### config.mk
export PLATFORM = sky130hd
export DESIGN_NAME = bus_arbiter
export DESIGN_NICKNAME = d
export VERILOG_FILES = /design/src/rtl/bus_arbiter.sv
export SDC_FILE = /design/constraint.sdc
export NUM_CORES = 1
export LEC_CHECK = 0
export BUFFER_PORTS_ARGS = -buffer_cell sky130_fd_sc_hd__buf_2
export CAP_MARGIN = 0
export CORE_MARGIN = 2
export CORE_UTILIZATION = 45
export CTS_CLUSTER_DIAMETER = 80
export DETAILED_ROUTE_END_ITERATION = 12
export MAX_ROUTING_LAYER = met4
export PLACE_DENSITY_LB_ADDON = 0.15
export SLEW_MARGIN = 20
export SYNTH_ARGS = -nofsm -noshare
export SYNTH_HDL_FRONTEND = slang
export SYNTH_SLANG_ARGS = --single-unit
### constraint.sdc
create_clock -name clk -period 1.8 [get_ports clk]
set_clock_uncertainty 0.05 [all_clocks]
set_input_delay 0.18 -clock clk [delete_from_list [all_inputs] [get_ports clk]]
set_output_delay 0.18 -clock clk [all_outputs]
set_load 0.005 [all_outputs]
### src/rtl/bus_arbiter.sv
`default_nettype none
// ============================================================================
// Module   : bus_arbiter
// Purpose  : Round-robin owner of the 4-source bus mux SEL, with bounded hold
//            and one idle turnaround cycle between owners.
// Revision : 1.0
// ============================================================================
module bus_arbiter #(
  parameter int MAX_HOLD = 8,
  parameter int CNT_W    = 4
) (
  input  logic       clk,
  input  logic       rst_n,
  input  logic [3:0] req,
  input  logic       done,
  output logic [3:0] gnt,
  output logic [1:0] sel,
  output logic       busy
);

  typedef enum logic [0:0] {
    IDLE  = 1'b0,
    GRANT = 1'b1
  } state_t;

  localparam logic [CNT_W-1:0] c_hold_last = CNT_W'(MAX_HOLD - 1);

  state_t           state_q, state_d;
  logic [3:0]       gnt_q, gnt_d;
  logic [1:0]       sel_q, sel_d;
  logic             busy_q, busy_d;
  logic [1:0]       last_q, last_d;
  logic [CNT_W-1:0] cnt_q, cnt_d;

  logic             w_found;
  logic [1:0]       w_win;
  logic [1:0]       w_idx;
  logic             w_release;

  // Cyclic search starting one past the last owner; i=4 wraps back to last_q.
  always_comb begin
    w_found = 1'b0;
    w_win   = last_q;
    w_idx   = last_q;
    for (int i = 1; i <= 4; i++) begin
      w_idx = last_q + 2'(i);
      if (!w_found && req[w_idx]) begin
        w_found = 1'b1;
        w_win   = w_idx;
      end
    end
  end

  // In GRANT, sel_q always names the current owner.
  assign w_release = !req[sel_q] || done || (cnt_q == c_hold_last);

  always_comb begin
    state_d = state_q;
    gnt_d   = gnt_q;
    sel_d   = sel_q;
    busy_d  = busy_q;
    last_d  = last_q;
    cnt_d   = cnt_q;
    case (state_q)
      IDLE: begin
        if (w_found) begin
          state_d = GRANT;
          gnt_d   = 4'b0001 << w_win;
          sel_d   = w_win;
          busy_d  = 1'b1;
          cnt_d   = '0;
        end
      end
      GRANT: begin
        if (w_release) begin
          state_d = IDLE;
          gnt_d   = 4'b0000;
          busy_d  = 1'b0;
          last_d  = sel_q;
          cnt_d   = '0;
        end else begin
          cnt_d = cnt_q + 1'b1;
        end
      end
      default: begin
        state_d = IDLE;
        gnt_d   = 4'b0000;
        busy_d  = 1'b0;
        cnt_d   = '0;
      end
    endcase
  end

  always_ff @(posedge clk or negedge rst_n) begin
    if (!rst_n) begin
      state_q <= IDLE;
      gnt_q   <= 4'b0000;
      sel_q   <= 2'b00;
      busy_q  <= 1'b0;
      last_q  <= 2'd3;
      cnt_q   <= '0;
    end else begin
      state_q <= state_d;
      gnt_q   <= gnt_d;
      sel_q   <= sel_d;
      busy_q  <= busy_d;
      last_q  <= last_d;
      cnt_q   <= cnt_d;
    end
  end

  assign gnt  = gnt_q;
  assign sel  = sel_q;
  assign busy = busy_q;

endmodule
`default_nettype wire

## Yosys cells after proc, flatten, opt, wreduce, memory -nomap -nowiden

Cells that the tools add are included.

| operators by class | value |
|---|---|
| add/sub/neg operators | 4 |
| $lt $le $gt $ge | 5 |
| equality and inequality tests | 3 |
| shift operators | 1 |
| multiplexer cells | 30 |
| bitwise gates (word level) | 1 |
| reduce and logical (&&, ||, !) cells | 12 |

Operator list:

| operator | count |
|---|---|
| $mux 4 | 4 |
| $pmux 4 s2 | 2 |
| $lt 2x3->1 const B | 5 |
| $mux 1 | 13 |
| $bmux 1 s2 | 5 |
| $mux 2 | 4 |
| $reduce_and 2->1 | 3 |
| $add 2x2->2 const B | 2 |
| $add 4x1->4 const B | 1 |
| $eq 4x3->1 const B | 1 |
| $logic_not 1->1 | 4 |
| $pmux 1 s2 | 2 |
| $shl 1x2->4 const A | 1 |
| $logic_and 1x1->1 | 3 |
| $add 2x1->2 const B | 1 |
| $logic_or 1x1->1 | 2 |
| $ne 2x1->1 const B | 1 |
| $ne 2x2->1 const B | 1 |
| $not 1->1 | 1 |

| storage, ports and cells | value |
|---|---|
| register bits after elaboration | 14 |
| input port bits | 7 |
| output and inout bits | 7 |
| logic and storage cells | 62 |

## Depth between registers and ports, before layout

| depth | value |
|---|---|
| word-level depth | 16 |
| gate-level depth with buffers | 5 |
| mapped depth without buffers | 5 |

## Least setup slack after synthesis

No wires, ideal clock.

| timing path | value |
|---|---|
| path type | flip-flop to flip-flop |
| start | register sel_q[0], in the netlist sel[0] |
| end | register last_q[0] |
| arrival time | 1.418 ns |
| slack | 0.249 ns |
| stages on the path, launching flop included | 5 |
| cells stage by stage | dfrtp_1 -> mux4_2 -> inv_2 -> o21a_4 -> mux2_4 |

| between the ends | value |
|---|---|
| longest elaborated chain between the ends | 6 |

Ends and longest elaborated chain:

| what | line | RTL |
|---|---|---|
| from (decl) | 30 | `logic [1:0] sel_q, sel_d;` |
| from (signal assigned) | 105 | `sel_q <= sel_d;` |
| $bmux 1 s2 | 55 | `assign w_release = !req[sel_q] \|\| done \|\| (cnt_q == c_hold_last);` |
| $mux 1 (implied by the code) | 55 |  |
| $logic_not 1->1 | 55 |  |
| $logic_or 1x1->1 (2 in series) | 55 |  |
| $reduce_and 2->1 (no source line) | -- |  |
| to (signal assigned) | 107 | `last_q <= last_d;` |
| to (decl) | 32 | `logic [1:0] last_q, last_d;` |

Several ways; a longest one is shown, not always the timed one. The select of a mux whose other input is x is not followed.
A chain may end at the register's enable or synchronous reset.

## Final worst setup path

| timing path | value |
|---|---|
| start | register sel_q[0], in the netlist sel[0] |
| end | register last_q[1] |

| between the ends | value |
|---|---|
| longest elaborated chain between the ends | 6 |

Ends and longest elaborated chain:

| what | line |
|---|---|
| $bmux 1 s2 | 55 |
| $mux 1 (implied by the code) | 55 |
| $logic_not 1->1 | 55 |
| $logic_or 1x1->1 (2 in series) | 55 |
| $reduce_and 2->1 (no source line) | -- |

Every way passes these cells. The select of a mux whose other input is x is not followed.

==> impl_metrics.toml <==
[route]
via_per_inst = 5.67
wl_per_cell_um = 13.5
firstDrtPassIters = 4
drc = 0
ant_nets = 0
met2RoutedLength_um = 570
drtIter0Drc = 16
wl_met1_um = 663
via_count = 561
wl_mm = 1.34
maxUsedRoutingLayer = "met4"
wl_met3_um = 94

[placed_design]
numPortBuffers = 13
place_hpwl_mm = 1.02
place_ws_ps = 206
place.gp.congestion = 0.833
dp_cells = 94

[pwr]
finalPower_mw = 1.31
ir_drop_v = 0.000932
p_leak_nw = 0.418
power_density_nw_per_um2 = 1490

[timing]
drv_slew = 0
setup_slack_ps = 206
tns_ps = 0
rsz0062_at_grt = "false"
fin_crit_sh_pct = 88.6
hold_viol = 0
setup_viol = 0
min_period_ps = 1590
slew-limit-headroom_pct = 68.4
worst_pin_slew_ps = 470
fmax_mhz = 627

[clock_network]
clk_path_buf_depth = 2
numCtsBuffers = 3
tritoncts = "yes"
clkSinkCount = 14
clockRootBuffer = "clkbuf_4"
htree_levels = 1
clock_latency_ps = 280
cts_resized = 0
clkTransAtPathRegs_ps = 90

[finish]
antenna_cells = 0
fin_cells = 99
multiInputGateArea_um2 = 370
final_nets = 92
regArea_um2 = 353
n_fill_cell = 135
drive_gt1_share_pct = 37.3
area_growth_pct = 18.8

[yosys]
synth_area_per_cell_um2 = 11.5
syn_area_um2 = 738
ys.flop_type = "dfrtp_1"
synth-seq-cells = 14
synth_area_leader_cell = "dfrtp_1"
yosysUniqueCellTypes = 35
synth_nets = 72
syn-instance-count = 64
yosysSeqAreaShare_pct = 47.8
async_reset_ff_share_pct = 100
yosys_warnings = 0
synth_edf_count = 0
synthTopCellsByArea = "dfrtp_1, dfstp_2, o2bb2ai_1"
synth_top_area_share_pct = 40.7

[floorplan]
rows = 14
die_area_um2 = 1980
fp.dieW_um = 44.5
num_io_pins = 14
dieHeight_um = 44.5
initial_utilization_pct = 48.4
coreArea_um2 = 1520

[flow_run]
drv_cap = 0

[worst_setup_path]
cp-start-kind = "flip-flop"
cp_data_required_time_ps = 1970
cp-end-kind = "flip-flop"
path_max_fanout = 4
crit_arrival_ps = 1760
path_class = "flip-flop to flip-flop"

[global_routing]
grt_antenna_before_repair = 0
grt_overflow = 0
track_usage_pct = 17.4
grt_max_degree = 15
grt_pass1_vias = 524
grt_pass1_wl_mm = 2.30

[min_path]
hold_class = "input pin to flip-flop"

[outcome]
status = "finished clean"
worst max-delay path: stages, from the launching register on:
cell     delay (ps)
dfrtp_1         410
mux4_2          550
inv_2            70
o21a_4          150
mux2_4          300
area by class of cell:
cell class	instances	share of cell area, %
multi-input combinational	46	42.2
sequential	14	40.2
inverter	4	1.71
tap	16	2.28
clock buffer	4	4.14
timing repair buffer	15	9.42
flip-flops by register name (all words and copies together) (netlist names):
signal,flops
cnt_q,4
gnt,4
last_q,2
sel,2
busy,1
state_q,1
worst paths after layout:
check | depth (start not counted) | from | slack [ps] | end
max | 4 | sel[0]$_DFFE_PN0P_ | 210 | last_q[1]$_DFFE_PN1P_
min | 2 | done | 50 | cnt_q[2]$_DFFE_PN0P_
max reg2reg | 4 | sel[0]$_DFFE_PN0P_ | 210 | last_q[1]$_DFFE_PN1P_
min reg2reg | 1 | gnt[0]$_DFFE_PN0P_ | 440 | gnt[0]$_DFFE_PN0P_
max in group asynchronous | 2 | rst_n | 1160 | last_q[0]$_DFFE_PN1P_
min in group asynchronous | 2 | rst_n | 260 | cnt_q[3]$_DFFE_PN0P_
cell usage after synthesis (2+ instances only):
library cell and count:
nand2_1 3, dfstp_2 2, o2bb2ai_1 4, a21o_1 2
inv_1 3, dfrtp_1 12, a21oi_1 2, o21ai_0 2
nor2_1 6, mux2_4 2, nand2b_1 2
report_power, final:
group | internal [mW] | total [mW] | leakage (nW) | switching (mW)
Sequential | 0.455 | 0.573 | 0.175 | 0.117
Combinational | 0.276 | 0.511 | 0.222 | 0.236
Clock | 0.123 | 0.225 | 0.0210 | 0.102
Total | 0.854 | 1.31 | 0.418 | 0.455
logic make-up after synthesis:
kind of cell    after synthesis  share of synthesized area, %
xor+xnor                      1                          1.19
flops                        14                          47.8
fa+ha+maj                     1                          1.69
buf+inv                       4                          2.03
simple gates                 18                          12.9
compound gates               22                          25.8
mux                           4                          8.64
metal layers:
layer,vias up,GRT usage [%]
met4,0,5.45
met2,22,24.9
li1,282,-
met1,255,22.1
met3,2,7.35
met5,-,-
repair_timing:
action,4_1_cts,5_1_grt
hold endpoints to repair,12,0
hold buffers,1,0
buffers inserted,0,0
setup endpoints to repair,0,0
per-stage QoR:
| step | util [%] | hold WS [ps] | area (um^2) |
|---|---|---|---|
| finish | 57.6 | 48.6 | 877 |
| global route | 57.6 | 42.6 | 877 |
| CTS | 57.6 | 41.7 | 877 |
| detailed placement | 54.5 | 46.0 | 831 |
| global placement | 54.5 | 40.5 | 831 |
| floorplan | - | -166 | 738 |
cells in the final DEF (no fill, tap or decap):
cell,Yosys,routed
nand2b_1,2,2
a21o_1,2,2
ha_1,1,1
o21ai_0,2,2
o211ai_1,1,1
nor3_1,1,1
mux4_2,1,1
inv_1,3,3
clkbuf_8,0,1
nand3_1,1,1
o21bai_4,1,1
nor2_1,6,6
a2111o_1,1,1
or2_2,1,1
o31ai_1,1,1
buf_2,0,13
a221oi_1,1,1
o22ai_1,1,1
nor4_2,1,1
a22o_1,1,1
nand2_1,3,3
dfstp_2,2,2
buf_4,0,1
dfrtp_1,12,12
o2bb2ai_1,4,4
dlygate4sd3_1,0,1
o21bai_2,1,1
nor2b_1,1,1
mux2_4,2,2
mux2_2,1,1
o21a_4,1,1
o21a_1,1,1
inv_2,1,1
a221o_1,1,1
xnor2_1,1,1
nand2_2,1,1
a21oi_1,2,2
and2b_1,1,1
a211oi_1,1,1
clkbuf_4,0,3
(Power assumes the default switching activity.)
